### src/rtl/keypad_scanner.sv
// Time-multiplexed ROWS x COLS keypad scanner with per-key debounce and a press/release event FIFO.
// Define KEYPAD_SCANNER_RELEASE_EVENT_EN to also queue release events; otherwise only presses are queued.
module keypad_scanner #(
  parameter int ROWS           = 4,
  parameter int COLS           = 4,
  parameter int SETTLE_CYCLES  = 16,
  parameter int DEBOUNCE_SCANS = 4,
  parameter int FIFO_DEPTH     = 4
) (
  input  logic                          clk,
  input  logic                          rst,
  input  logic                          enable,
  output logic [ROWS-1:0]               row_o,
  input  logic [COLS-1:0]               col_i,
  output logic [ROWS*COLS-1:0]          keys_o,
  output logic                          event_valid,
  input  logic                          event_ready,
  output logic [$clog2(ROWS*COLS)-1:0]  event_key,
  output logic                          event_press,
  output logic                          overflow,
  input  logic                          overflow_clr
);

  localparam int NKEYS = ROWS * COLS;
  localparam int KW    = $clog2(NKEYS);
  localparam int RW    = (ROWS > 1) ? $clog2(ROWS) : 1;
  localparam int CLW   = (COLS > 1) ? $clog2(COLS) : 1;
  localparam int SW    = (SETTLE_CYCLES > 1) ? $clog2(SETTLE_CYCLES) : 1;
  localparam int CW    = $clog2(DEBOUNCE_SCANS + 1);
  localparam int AW    = $clog2(FIFO_DEPTH);

  typedef enum logic [1:0] {IDLE, DRIVE, SAMPLE, EMIT} state_t;

  state_t          state, state_next;
  logic [RW-1:0]   row_idx;
  logic [CLW-1:0]  col_idx;
  logic [SW-1:0]   settle_cnt;
  logic [COLS-1:0] sync1, sync2, row_buf;
  logic [CW-1:0]   cnt [NKEYS];

  logic            settle_done, col_last, emit;
  logic [KW-1:0]   key_idx;
  logic            raw, cur, differ, flip;
  logic [CW-1:0]   cur_cnt;
  logic            push, push_press;

  logic [KW-1:0]   mem_key [FIFO_DEPTH];
  logic            mem_press [FIFO_DEPTH];
  logic [AW-1:0]   wr_ptr, rd_ptr;
  logic [AW:0]     count;
  logic            full, pop, wr_en, drop;

  assign settle_done = (settle_cnt == SW'(SETTLE_CYCLES - 1));
  assign col_last    = (col_idx == CLW'(COLS - 1));
  assign emit        = (state == EMIT);

  always_ff @(posedge clk or posedge rst) begin
    if (rst) state <= IDLE;
    else     state <= state_next;
  end

  always_comb begin
    state_next = state;
    row_o      = '0;
    case (state)
      IDLE:   if (enable) state_next = DRIVE;
      DRIVE:  if (settle_done) state_next = SAMPLE;
      SAMPLE: state_next = EMIT;
      EMIT:   if (col_last) state_next = enable ? DRIVE : IDLE;
      default: state_next = IDLE;
    endcase
    if (state != IDLE) row_o = ROWS'(1) << row_idx;
  end

  // Row/column sequencing and the column synchronizer; row_buf freezes one row's sample for EMIT.
  always_ff @(posedge clk or posedge rst) begin
    if (rst) begin
      row_idx    <= '0;
      col_idx    <= '0;
      settle_cnt <= '0;
      sync1      <= '0;
      sync2      <= '0;
      row_buf    <= '0;
    end else begin
      sync1 <= col_i;
      sync2 <= sync1;
      if (state == DRIVE && !settle_done) settle_cnt <= settle_cnt + SW'(1);
      else                                settle_cnt <= '0;
      if (state == SAMPLE) row_buf <= sync2;
      if (emit && !col_last) col_idx <= col_idx + CLW'(1);
      else                   col_idx <= '0;
      if (state == IDLE) begin
        row_idx <= '0;
      end else if (emit && col_last) begin
        if (!enable || row_idx == RW'(ROWS - 1)) row_idx <= '0;
        else                                     row_idx <= row_idx + RW'(1);
      end
    end
  end

  assign key_idx = KW'(int'(row_idx) * COLS + int'(col_idx));
  assign raw     = row_buf[col_idx];
  assign cur     = keys_o[key_idx];
  assign cur_cnt = cnt[key_idx];
  assign differ  = (raw != cur);
  assign flip    = emit && differ && (cur_cnt == CW'(DEBOUNCE_SCANS - 1));

  always_ff @(posedge clk or posedge rst) begin
    if (rst) begin
      keys_o <= '0;
      for (int i = 0; i < NKEYS; i++) cnt[i] <= '0;
    end else if (emit) begin
      if (!differ) begin
        cnt[key_idx] <= '0;
      end else if (flip) begin
        keys_o[key_idx] <= raw;
        cnt[key_idx]    <= '0;
      end else begin
        cnt[key_idx] <= cur_cnt + CW'(1);
      end
    end
  end

`ifdef KEYPAD_SCANNER_RELEASE_EVENT_EN
  assign push       = flip;
  assign push_press = raw;
`else
  assign push       = flip & raw;
  assign push_press = 1'b1;
`endif

  assign full        = (count == (AW+1)'(FIFO_DEPTH));
  assign event_valid = (count != '0);
  assign pop         = event_valid & event_ready;
  assign wr_en       = push & (~full | pop);
  assign drop        = push & full & ~pop;
  assign event_key   = mem_key[rd_ptr];

`ifdef KEYPAD_SCANNER_RELEASE_EVENT_EN
  assign event_press = mem_press[rd_ptr];
`else
  assign event_press = 1'b1;
`endif

  // Event FIFO: a push into a full FIFO is still accepted when the head is popped in the same cycle.
  always_ff @(posedge clk or posedge rst) begin
    if (rst) begin
      wr_ptr <= '0;
      rd_ptr <= '0;
      count  <= '0;
      for (int i = 0; i < FIFO_DEPTH; i++) begin
        mem_key[i]   <= '0;
        mem_press[i] <= 1'b0;
      end
    end else begin
      if (wr_en) begin
        mem_key[wr_ptr]   <= key_idx;
        mem_press[wr_ptr] <= push_press;
        wr_ptr            <= wr_ptr + AW'(1);
      end
      if (pop) rd_ptr <= rd_ptr + AW'(1);
      case ({wr_en, pop})
        2'b10:   count <= count + (AW+1)'(1);
        2'b01:   count <= count - (AW+1)'(1);
        default: count <= count;
      endcase
    end
  end

  always_ff @(posedge clk or posedge rst) begin
    if (rst)               overflow <= 1'b0;
    else if (drop)         overflow <= 1'b1;
    else if (overflow_clr) overflow <= 1'b0;
  end

endmodule
### config.mk
export PLATFORM = sky130hd
export DESIGN_NAME = keypad_scanner
export DESIGN_NICKNAME = d
export VERILOG_FILES = /design/src/rtl/keypad_scanner.sv
export SDC_FILE = /design/constraint.sdc
export NUM_CORES = 1
export LEC_CHECK = 0
export ABC_AREA = 1
export CELL_PAD_IN_SITES_DETAIL_PLACEMENT = 0
export CELL_PAD_IN_SITES_GLOBAL_PLACEMENT = 1
export CORE_ASPECT_RATIO = 2
export CORE_MARGIN = 2
export CORE_UTILIZATION = 40
export CTS_BUF_LIST = sky130_fd_sc_hd__clkbuf_8
export DETAILED_ROUTE_END_ITERATION = 8
export PLACE_DENSITY_LB_ADDON = 0.15
export SYNTH_ARGS = -nofsm -noshare
export SYNTH_HDL_FRONTEND = slang
export SYNTH_SLANG_ARGS = --single-unit
export TNS_END_PERCENT = 1
### constraint.sdc
create_clock -name clk -period 6.7 [get_ports clk]
set_clock_uncertainty 0.05 [all_clocks]
set_input_delay 1.005 -clock clk [delete_from_list [all_inputs] [get_ports clk]]
set_output_delay 1.005 -clock clk [all_outputs]
set_load 0.01 [all_outputs]
# Word-level counts from Yosys, hierarchy flattened
# Cells that the tools add are included.
# word_totals
ff_bits,110
input_bits,9
out_inout_bits,27
wordCells,132
# classes
add_sub_neg,9
order_cmp,8
n_eq_ne,14
n_shift,1
mux,35
bitwise,13
n_reduce_logical,20
# op_table
cell,count
$mux 48,2
$and 48x48->48,1
$bwmux 48,1
$not 48->48,1
$bwmux 16,2
$mux 4,5
$mux 2,7
$bmux 3 s4,1
$demux 3 s4,1
$eq 2x2->1 const B,5
$mux 3,3
$add 2x1->2 const B,4
$bmux 4 s2,1
$demux 4 s2,1
$logic_and 1x1->1,8
$pmux 2 s4,1
$reduce_bool 2->1,4
$add 3x1->3 const B,2
$ge 3x3->1 const B,2
$mux 1,6
$ne 2x2->1 const B,3
$not 2->3,2
$pmux 3 s2,1
$reduce_and 3->1,2
26 further kinds,34

# Depth between registers and ports, before layout
# logic_depth
word_depth,11
depth_mapped,21
ltp_nobuf,18

# Worst setup path before layout
# OpenSTA, ideal clock, no wires.
# synth_timing
kind,register -> register
startpoint,register col_idx[0]
endpoint,register count[2]
setup_time_ns,0.131
arrival_time_ns,3.109
t_required_ns,6.519
path_slack_ns,3.410
path_stages_with_launch,20
n_path_buf,4
period_less_slack_ns,3.290
cell_sequence,dfrtp_1 -> buf_6 -> buf_2 -> clkbuf_1 -> o21ai_0 -> a21oi_1 -> o221ai_1 -> nand2_1 -> ha_1 -> ha_1 -> nand2_2 -> nor2_4 -> buf_4 -> nand2_2 -> ha_1 -> inv_1 -> fa_1 -> a21oi_1 -> o21ai_0 -> xor2_1
# synth_via
elab_chain_len,11
word_cells_on_any_way,19
classes_between,add/sub (1); eq/ne (4); mux (8); bitwise (3); reduce/logical (3)
# synth_lines
item,line_no,rtl
from (decl),36,logic [CLW-1:0] col_idx;
from (signal assigned),90,if (emit && !col_last) col_idx <= col_idx + CLW'(1);
$add 4x2->4,101,assign key_idx = KW'(int'(row_idx) * COLS + int'(col_idx));
$not 4->5 (implied by the code),104,assign cur_cnt = cnt[key_idx];
$bmux 3 s4,104,
$mux 3 (implied by the code) (2 in a row),104,
$eq 3x2->1,106,assign flip = emit && differ && (cur_cnt == CW'(DEBOUNCE_SCANS - 1));
$logic_and 1x1->1,106,
$and 1x1->1 (*),128,assign push = flip & raw;
$and 1x1->1 (*),135,assign wr_en = push & (~full | pop);
$eq 2x1->1 or $eq 2x2->1 (tied branches),162,"case ({wr_en, pop})"
$pmux 3 s2 or $reduce_bool 2->1 (tied branches),n/a,
to (signal assigned),163,2'b10: count <= count + (AW+1)'(1);
to (signal assigned),164,2'b01: count <= count - (AW+1)'(1);
to (signal assigned),165,default: count <= count;
to (decl),50,logic [AW:0] count;
# Mark *: on every way between the ends. The rest lies on a longest branch, timed or not. The select of a mux whose other input is x is not followed.
# A chain may end at the register's enable or synchronous reset.

# Final worst setup path
# layout_timing
startpoint,register col_idx[1]
endpoint,register count[2]
# Same word-level chain as after synthesis.

==> metrics <==
run status finished, final reports clean; Final Wtd Congestion 0.866; simple-gate share of the synthesized area between 20% and 30%; post-route minimum period about 4.0 ns; Clk pwr share between 10 and 15%; root buffer cell clkbuf_8; PwrDens about 430 nW/um2; Sequential Power Share between 30 and 40%; Slew @ Worst Pin around 0.96 ns; WL/cell 16.5 um; Total Routed Length about 15000 um; mux contribution to synthesized area 0.396%; syn avg cell area between 8 and 9 um2; Reg2Reg Depth 16; Max stage delay on crit path 0.96 ns; dpl cells 891; CP endpoint kind flip-flop; final setup TNS 0 ns; final antenna-violating net count 0; row cnt 61; NetSw ~1.3 mW; Synth Area in XOR/XNOR less than 1%; worst min path class reg -> reg; Worst Path Arrival between 4 and 5 ns; first-pass GRT wire length around 24000 um; Worst Setup SP col_idx[1]$_DFF_PP0_; cells along the critical path inv_1 -> o21ai_0 -> o21ai_0 -> o221ai_1 -> nand2_1 -> ha_1 -> ha_1 -> nand2_2 -> nor2_4 -> nand2_2 -> ha_1 -> inv_1 -> fa_1 -> a21oi_1 -> o21ai_0 -> xor2_1; Iter 0 DRT Violations between 200 and 300; Yosys warning count 0; # fillers ~1500; ratio of final minimum period to clock period around three fifths; syn_nets ~720; most frequent cells in the layout nand2_1, dfrtp_1, inv_1; GRT Overall Usage around a fifth; Distinct cells, synth 35; sequential share of the synthesized area about 48%; Worst R2R Start col_idx[1]$_DFF_PP0_; max cap viols 0; worst-path fanout max 27; cts hold-fix bufs 0; worst-skew pair later-pin latency about 0.38 ns; Resized Gates After CTS 0; Initial DRT Pass Iterations 5; pin count of the biggest net entering global routing 64; R2R Setup Slk 2.70 ns; critical path class reg -> reg; Hold Violations, Final 0; Layout Nets about 740; final setup vio count 0; leak pwr ~3.1 nW; Finished Layout Cells roughly 910; fraction of layout cells with a size suffix above 1 approximately 7.2%; CTS tree done; Slew Limit Fails 0; largest cells by area after synthesis dfrtp_1, nand2_1, inv_1; DR vias 4639; adder-cell share of the synthesized area 4.75%; clock sink total 110; Synth area leader dfrtp_1; DRC viols 0; CTS H-tree depth 3; PortBufs 34; cells after synthesis 693; Slowest-stage cell, CP dfrtp_1; FF+latch count, synth 110; slew margin rel. between 30 and 40%; Comb pwr share about half; vias per cell 5.11; switching share of power 48.7%; number of antenna violations at the first check in global routing 0; RSZ-0062 raised after global routing no; Finished Core Util between 40% and 50%; clock buffer count from CTS 9; Antenna diodes 0; CTS max path bufs 2; Worst Path Required ~6.9 ns; die width 88.3 um; Die Y about 170 um; Clock transition at path regs ~0.11 ns; vias in the first global route ~4600; fmax ~0.25 GHz; R2R Path End count[2]$_DFFE_PP0P_; largest family of logic cells by synthesized area simple AND/OR/NAND/NOR gates; internal power roughly 1.4 mW; startpoint types flip-flop; Remaining Overflow, GRT 0; Worst setup endpoint count[2]$_DFFE_PP0P_; Starting Density 40.9%; # Post-CTS Setup Buffers 0; top-area cell type share of the netlist area approximately half; Synth Area in Compound Gates 11.2%; worst vdd ir around 0.19 mV; Netlist Area Pre-Place approximately 5700 um2; IO Pins 36; Die Area approximately 15000 um2; most common cell after layout, fill and taps aside nand2_1; final hold slack just over 0.3 ns; core area 13900 um2; area delta synth->final 10.8%; Detailed Place HPWL ~11000 um
worst min-delay path by stage:
| stage | start | to | slack (ns) | depth (start not counted) |
|---|---|---|---|---|
| after detailed placement | sync1[1]$_DFF_PP0_ | sync2[1]$_DFF_PP0_ | 0.29 | 0 |
| after global placement | sync1[2]$_DFF_PP0_ | sync2[2]$_DFF_PP0_ | 0.29 | 0 |
| after global routing | sync1[3]$_DFF_PP0_ | sync2[3]$_DFF_PP0_ | 0.32 | 0 |
| after CTS | sync1[2]$_DFF_PP0_ | sync2[2]$_DFF_PP0_ | 0.31 | 0 |
| final | sync1[3]$_DFF_PP0_ | sync2[3]$_DFF_PP0_ | 0.31 | 0 |
| after floorplan | sync1[0]$_DFF_PP0_ | sync2[0]$_DFF_PP0_ | 0.28 | 0 |
metrics by stage:
stage	setup WS (ns)	instance area (um2)	power, mW
after floorplan	2.74	5690	1.95
after global placement	2.86	6120	2.31
after detailed placement	2.73	6120	2.33
after CTS	2.72	6300	2.72
after global routing	2.41	6300	2.92
final	2.70	6300	2.68
sequential cells by signal, summed over array words and instances (netlist names), 3 cells and up:
| name | cells |
|---|---|
| sync1 | 4 |
| cnt | 48 |
| row_buf | 4 |
| mem_key | 16 |
| settle_cnt | 4 |
| count | 3 |
| keys_o | 16 |
| sync2 | 4 |
cells in the mapped netlist, drive strengths merged:
cell type	number
o22ai	7
dfrtp	110
inv	87
fa	1
nand3	53
conb	1
ha	20
nor2	40
o221ai	3
xor2	4
clkbuf	10
o211ai	6
nand2	210
and2	1
buf	19
or2	2
a21oi	25
mux2	2
clkinv	1
o21ai	72
xnor2	1
nand4	18
layer usage:
layer / routed length (um) / track usage (%) / up-vias
li1: - / - / 2263
met1: 5590 / 23.0 / 2234
met2: 8510 / 38.8 / 112
met3: 337 / 2.58 / 30
met4: 551 / 8.33 / 0
met5: 0 / 0 / -
worst max-delay path, delay by kind of cell, from the launching register on:
kind / cells / cell delay (ns)
AOI/OAI and AO/OA: 5 / 0.76
xor gates and xnor gates: 1 / 0.15
and+or+nand+nor: 4 / 0.45
DFF: 1 / 0.96
buffers and inverters: 2 / 0.56
adders and majority gates: 4 / 0.96
power groups by stage:
stage               clock network, mW  registers, mW  logic (mW)
floorplan                           0          0.896        1.06
global placement                    0          0.977        1.34
detailed placement                  0          0.981        1.35
CTS                             0.397          0.967        1.36
global route                    0.425          0.987        1.51
finish                          0.381          0.965        1.34
cell families (layout without fill, tap and decap cells):
group	after synthesis	count (layout)
AND/OR/NAND/NOR	324	324
AO/OA/AOI/OAI	113	113
XOR/XNOR	5	5
buffers and inverters	117	142
other	1	1
flip-flops	110	110
adder cells (fa/ha/maj)	21	21
multiplexers	2	2
final cells by class:
cell class	count	area, um2	share of cell area [%]
multi-input combinational	466	2430	38.6
clock inverter	7	55.1	0.873
tap	189	236	3.75
timing repair buffer	38	370	5.88
clock buffer	9	124	1.97
inverter	88	333	5.28
sequential	110	2750	43.7
(Power assumes the default switching activity.)
